**src/rtl/rtc_bus_sequencer.sv**
```systemverilog
// Bus master for the multiplexed address/data RTC interface: runs single or
// burst register transfers as ADDR/GAP1/DATA/GAP2 beats with registered strobes.
module rtc_bus_sequencer #(
  parameter int DATA_W    = 8,
  parameter int CNT_W     = 4,
  parameter int PHASE_CYC = 4,
  parameter int GAP_CYC   = 1
) (
  input  logic              CLK,
  input  logic              Reset,
  input  logic              start,
  input  logic              wr_nrd,
  input  logic [DATA_W-1:0] base_addr,
  input  logic [CNT_W-1:0]  count,
  input  logic [DATA_W-1:0] wdata,
  output logic              wdata_req,
  output logic [DATA_W-1:0] rdata,
  output logic              rdata_valid,
  output logic              busy,
  output logic              done,
  output logic              CS,
  output logic              AD,
  output logic              WR,
  output logic              RD,
  output logic [DATA_W-1:0] bus_out,
  output logic              bus_oe,
  input  logic [DATA_W-1:0] bus_in
);

  localparam int PH_MAX = (PHASE_CYC > GAP_CYC) ? PHASE_CYC : GAP_CYC;
  localparam int PH_W   = (PH_MAX > 1) ? $clog2(PH_MAX) : 1;
  localparam logic [PH_W-1:0] PH_LOAD = PH_W'(PHASE_CYC - 1);
  localparam logic [PH_W-1:0] GP_LOAD = PH_W'(GAP_CYC - 1);

  typedef enum logic [2:0] {
    S_IDLE, S_ADDR, S_GAP1, S_DATA, S_GAP2, S_DONE
  } state_t;

  state_t            state, state_nxt;
  logic [PH_W-1:0]   phase_cnt, phase_nxt;
  logic [DATA_W-1:0] addr, addr_nxt;
  logic [CNT_W-1:0]  beats, beats_nxt;
  logic              wr_mode, wr_mode_nxt;
  logic              phase_end;
  logic              rd_capture;
  logic              nxt_active;

  assign phase_end  = (phase_cnt == '0);
  assign wdata_req  = (state == S_GAP1) && wr_mode && phase_end;
  assign rd_capture = (state == S_DATA) && !wr_mode && phase_end;
  assign nxt_active = (state_nxt == S_ADDR) || (state_nxt == S_GAP1) ||
                      (state_nxt == S_DATA) || (state_nxt == S_GAP2);

  always_ff @(posedge CLK or posedge Reset) begin
    if (Reset) begin
      state     <= S_IDLE;
      phase_cnt <= '0;
      addr      <= '0;
      beats     <= '0;
      wr_mode   <= 1'b0;
    end else begin
      state     <= state_nxt;
      phase_cnt <= phase_nxt;
      addr      <= addr_nxt;
      beats     <= beats_nxt;
      wr_mode   <= wr_mode_nxt;
    end
  end

  always_comb begin
    state_nxt   = state;
    addr_nxt    = addr;
    beats_nxt   = beats;
    wr_mode_nxt = wr_mode;
    case (state)
      S_IDLE: begin
        if (start) begin
          wr_mode_nxt = wr_nrd;
          addr_nxt    = base_addr;
          beats_nxt   = count;
          state_nxt   = (count == '0) ? S_DONE : S_ADDR;
        end
      end
      S_ADDR: if (phase_end) state_nxt = S_GAP1;
      S_GAP1: if (phase_end) state_nxt = S_DATA;
      S_DATA: if (phase_end) state_nxt = S_GAP2;
      S_GAP2: begin
        if (phase_end) begin
          addr_nxt  = addr + DATA_W'(1);
          beats_nxt = beats - CNT_W'(1);
          state_nxt = (beats == CNT_W'(1)) ? S_DONE : S_ADDR;
        end
      end
      S_DONE:  state_nxt = S_IDLE;
      default: state_nxt = S_IDLE;
    endcase
  end

  // Single phase counter, reloaded whenever the state changes.
  always_comb begin
    phase_nxt = phase_cnt - PH_W'(1);
    if (state_nxt != state) begin
      case (state_nxt)
        S_ADDR, S_DATA: phase_nxt = PH_LOAD;
        S_GAP1, S_GAP2: phase_nxt = GP_LOAD;
        default:        phase_nxt = '0;
      endcase
    end else if (state == S_IDLE || state == S_DONE) begin
      phase_nxt = '0;
    end
  end

  // Pad-facing outputs are decoded from the next state so they line up with it.
  always_ff @(posedge CLK or posedge Reset) begin
    if (Reset) begin
      CS          <= 1'b1;
      AD          <= 1'b1;
      WR          <= 1'b1;
      RD          <= 1'b1;
      bus_oe      <= 1'b0;
      bus_out     <= '0;
      rdata       <= '0;
      rdata_valid <= 1'b0;
      busy        <= 1'b0;
      done        <= 1'b0;
    end else begin
      CS          <= 1'b1;
      AD          <= 1'b1;
      WR          <= 1'b1;
      RD          <= 1'b1;
      bus_oe      <= 1'b0;
      busy        <= nxt_active;
      done        <= (state_nxt == S_DONE);
      rdata_valid <= rd_capture;
      if (rd_capture) rdata <= bus_in;
      case (state_nxt)
        S_ADDR: begin
          CS      <= 1'b0;
          AD      <= 1'b0;
          WR      <= 1'b0;
          bus_oe  <= 1'b1;
          bus_out <= addr_nxt;
        end
        S_DATA: begin
          CS <= 1'b0;
          if (wr_mode) begin
            WR     <= 1'b0;
            bus_oe <= 1'b1;
          end else begin
            RD <= 1'b0;
          end
        end
        default: ;
      endcase
      if (wdata_req) bus_out <= wdata;
    end
  end

endmodule

```
**config.mk**
```make
export PLATFORM = sky130hd
export DESIGN_NAME = rtc_bus_sequencer
export DESIGN_NICKNAME = d
export VERILOG_FILES = /design/src/rtl/rtc_bus_sequencer.sv
export SDC_FILE = /design/constraint.sdc
export NUM_CORES = 1
export LEC_CHECK = 0
export CAP_MARGIN = 20
export CELL_PAD_IN_SITES_DETAIL_PLACEMENT = 0
export CELL_PAD_IN_SITES_GLOBAL_PLACEMENT = 1
export CORE_AREA = 4 4 60 117
export DETAILED_ROUTE_END_ITERATION = 6
export DIE_AREA = 0 0 64 121
export PLACE_DENSITY = 0.87
export SYNTH_ARGS = -nofsm -noshare
export SYNTH_HDL_FRONTEND = slang
export SYNTH_SLANG_ARGS = --single-unit
```
**constraint.sdc**
```tcl
create_clock -name CLK -period 2.2 [get_ports CLK]
set_clock_uncertainty 0.1 [all_clocks]
set_input_delay 0.66 -clock CLK [delete_from_list [all_inputs] [get_ports CLK]]
set_output_delay 0.66 -clock CLK [all_outputs]
set_load 0.03 [all_outputs]
```
==> metrics.txt <==
status complete, no violations; total grt overflow 0; Setup crit start kind primary input; DRC 0; Critical path origin count[3]; fill cell count 574; Final min period 2.159 ns; clk sink count 42; pin count of the biggest net entering global routing 43; hold path depth 1; Final Util 0.5172; FF-to-FF Start beats[1]$_DFFE_PP0P_; diode count 0; DR vias/cell 5.034; Synth Net Count 250; Cells after Synth 213; Mapped Area 0.002231 sq mm; initial antenna violation count 0; WP buf/inv 2; DR pass1 iterations 4; routed vias 1898; HP Start phase_cnt[0]$_DFF_PP0_; Avg WL per Cell 14.71 um; die height 121 um; Fin. Hold Viols 0; top_reg_cell synth dfrtp_1; Max stage delay on crit path 0.48 ns; nets 327; Initial Utilization 0.3594; Ys Warns 0; Inst Count DP 369; most frequent cells in the layout clkdlybuf4s50_1, dfrtp_1, buf_4; Final setup viols 0; max-cap violations 0; EDFF count, synth 0; CTS buffer count 5; first-pass GRT wire length 9604 um; Clk Latency, worst-skew pair 0.28 ns; Core ar. 0.006207 sq mm; RePlAce Congestion 0.8814; Peak Freq 0.4632 GHz; average size of a mapped cell 10.47 sq um; post-synthesis register bit count 42; Root Driver clkbuf_16; dpl cell area 0.003032 sq mm; Worst Hold Class flop to flop; Worst IR Drop VDD 0.8009 mV; HPWL Detailed 4245 um; Slew Limit Fails 0; Critical Path RT 2.31 ns; Setup crit end kind flop; Post CTS Setup Buffer Count 0; fin worst setup slack 0.04088 ns; crit path kind primary input to flop; vias in the first global route 2035; WHS 0.3867 ns; deepest clock path buffer count 2; post-route ant nets 0; area growth from synthesis to layout 43.91%; CP max-delay cell clkdlybuf4s50_1; pwr dens 1598 mW/mm^2; Leak 1.374 nW; Starting DRT DRC Count 74; R2R depth 7; num rows 41; hold path endpoint phase_cnt[0]$_DFF_PP0_; Cell Chain, Critical Path clkdlybuf4s50_1, nor4_1, buf_4, a21o_1, a21oi_1, nand2_1, or2_2; most common cell after layout, fill and taps aside clkdlybuf4s50_1; fin cells 377; gr usage total 0.1545; fin crit share 0.9814; Seq/Total Area, Yosys 0.4734; IO Port Bufs 56; post-synth cell types 51; CP top delay family buffers and inverters; die width 64 um; WL final 5547 um; critical path fanouts, max 4; r2r setup slk 0.11 ns; post-route cell area 0.003211 sq mm; Critical R2R Capture bus_out[7]$_DFFE_PP0P_; hold buffer count at cts 0; full die area 0.007744 sq mm; ys async rst share 1.000; worst slew pin tran 0.6977 ns; Worst Path Arrival 2.27 ns; RSZ-0062 raised after global routing true; layout cells sized above 1 0.2302; Rel. slew slack 0.5309; # IOs 57; Place WS -0.2761 ns; CTS clk-pin slew, worst paths 0.06 ns; TritonCTS clock tree yes; H-tree Lvls 2
-- worst register-to-register path, cell delays in order, from the launching register on --
cell and delay (ns):
dfrtp_1 0.39, inv_1 0.09, ha_1 0.14, inv_1 0.04, o31ai_1 0.61, a211oi_4 0.16, nand2b_4 0.21, o221a_1 0.25
-- stage by stage --
stage / total power [mW] / setup TNS, ns
finish: 5.130 / 0
global route: 5.510 / -0.3969
CTS: 5.161 / 0
detailed placement: 4.382 / -3.954
global placement: 4.300 / -3.079
floorplan: 3.333 / 0
-- report_power, final --
group / switching [mW] / internal (mW) / leakage, nW
sequential: 0.337 / 1.18 / 0.500
combinational: 1.50 / 1.38 / 0.801
clock: 0.285 / 0.450 / 0.0739
total: 2.12 / 3.01 / 1.37
-- per-layer routing --
| metal | vias up | wire (um) | track usage |
|---|---|---|---|
| li1 | 926 | - | - |
| met1 | 913 | 2256 | 0.1927 |
| met2 | 51 | 2923 | 0.2618 |
| met3 | 8 | 267 | 0.03336 |
| met4 | 0 | 99 | 0.04871 |
| met5 | - | 0 | 0 |
-- synth_stat cells, drive strengths merged (2+ instances only) --
master	n	area [sq um]
a211oi	3	35.03
a21o	2	15.01
a21oi	10	50.05
a2bb2oi	2	17.52
a31oi	2	12.51
and3	3	18.77
and4	2	17.52
buf	9	57.55
clkbuf	2	7.510
dfrtp	38	950.9
dfstp	4	105.1
ha	5	62.56
inv	13	48.79
mux2	13	153.9
nand2	16	60.06
nand2b	5	38.78
nand3	8	40.04
nand4	5	37.53
nor2	13	48.80
nor2b	4	25.02
nor3	6	30.03
nor3b	4	35.03
o211ai	2	15.01
o21ai	10	50.05
o221a	6	67.56
o22ai	3	18.77
o31ai	2	15.01
or2	3	18.77
or3	2	12.51
xnor2	4	35.03
-- cell families after synthesis --
family,after synthesis,synth area share
adder cells (fa/ha/maj),5,0.02804
XOR/XNOR,4,0.01570
multiplexers,13,0.06899
AND/OR/NAND/NOR,77,0.2008
AO/OA/AOI/OAI,48,0.1621
flip-flops,42,0.4734
buffers and inverters,24,0.05103
-- cell type report --
cell class                      instances  area, sq um  area share
Multi-Input combinational cell        147         1090      0.3394
Sequential cell                        42         1057      0.3293
Timing Repair Buffer                   81        759.5      0.2366
Clock buffer                            7        142.6     0.04443
Tap cell                               86        107.6     0.03352
Inverter                               13        48.80     0.01520
Clock inverter                          1        5.005    0.001559
-- worst max-delay path by stage --
stage | end | cells past startpoint
after global routing | bus_out[7]$_DFFE_PP0P_ | 7
after CTS | wdata_req | 6
after floorplan | wdata_req | 6
after detailed placement | WR$_DFF_PP1_ | 6
after global placement | bus_out[4]$_DFFE_PP0P_ | 7
final | WR$_DFF_PP1_ | 7
-- state kept, by name, indices dropped and copies added, names as in the netlist --
register,count
addr,8
rdata,8
CS,1
bus_out,8
RD,1
busy,1
AD,1
beats,4
WR,1
state,3
done,1
wr_mode,1
phase_cnt,2
bus_oe,1
rdata_valid,1
-- what timing repair did --
action,4_1_cts,5_1_grt
cloned,0,0
endpoints found under the setup margin,5,14
gates resized for setup,12,3
pin swaps,1,0
(Power assumes the default switching activity.)
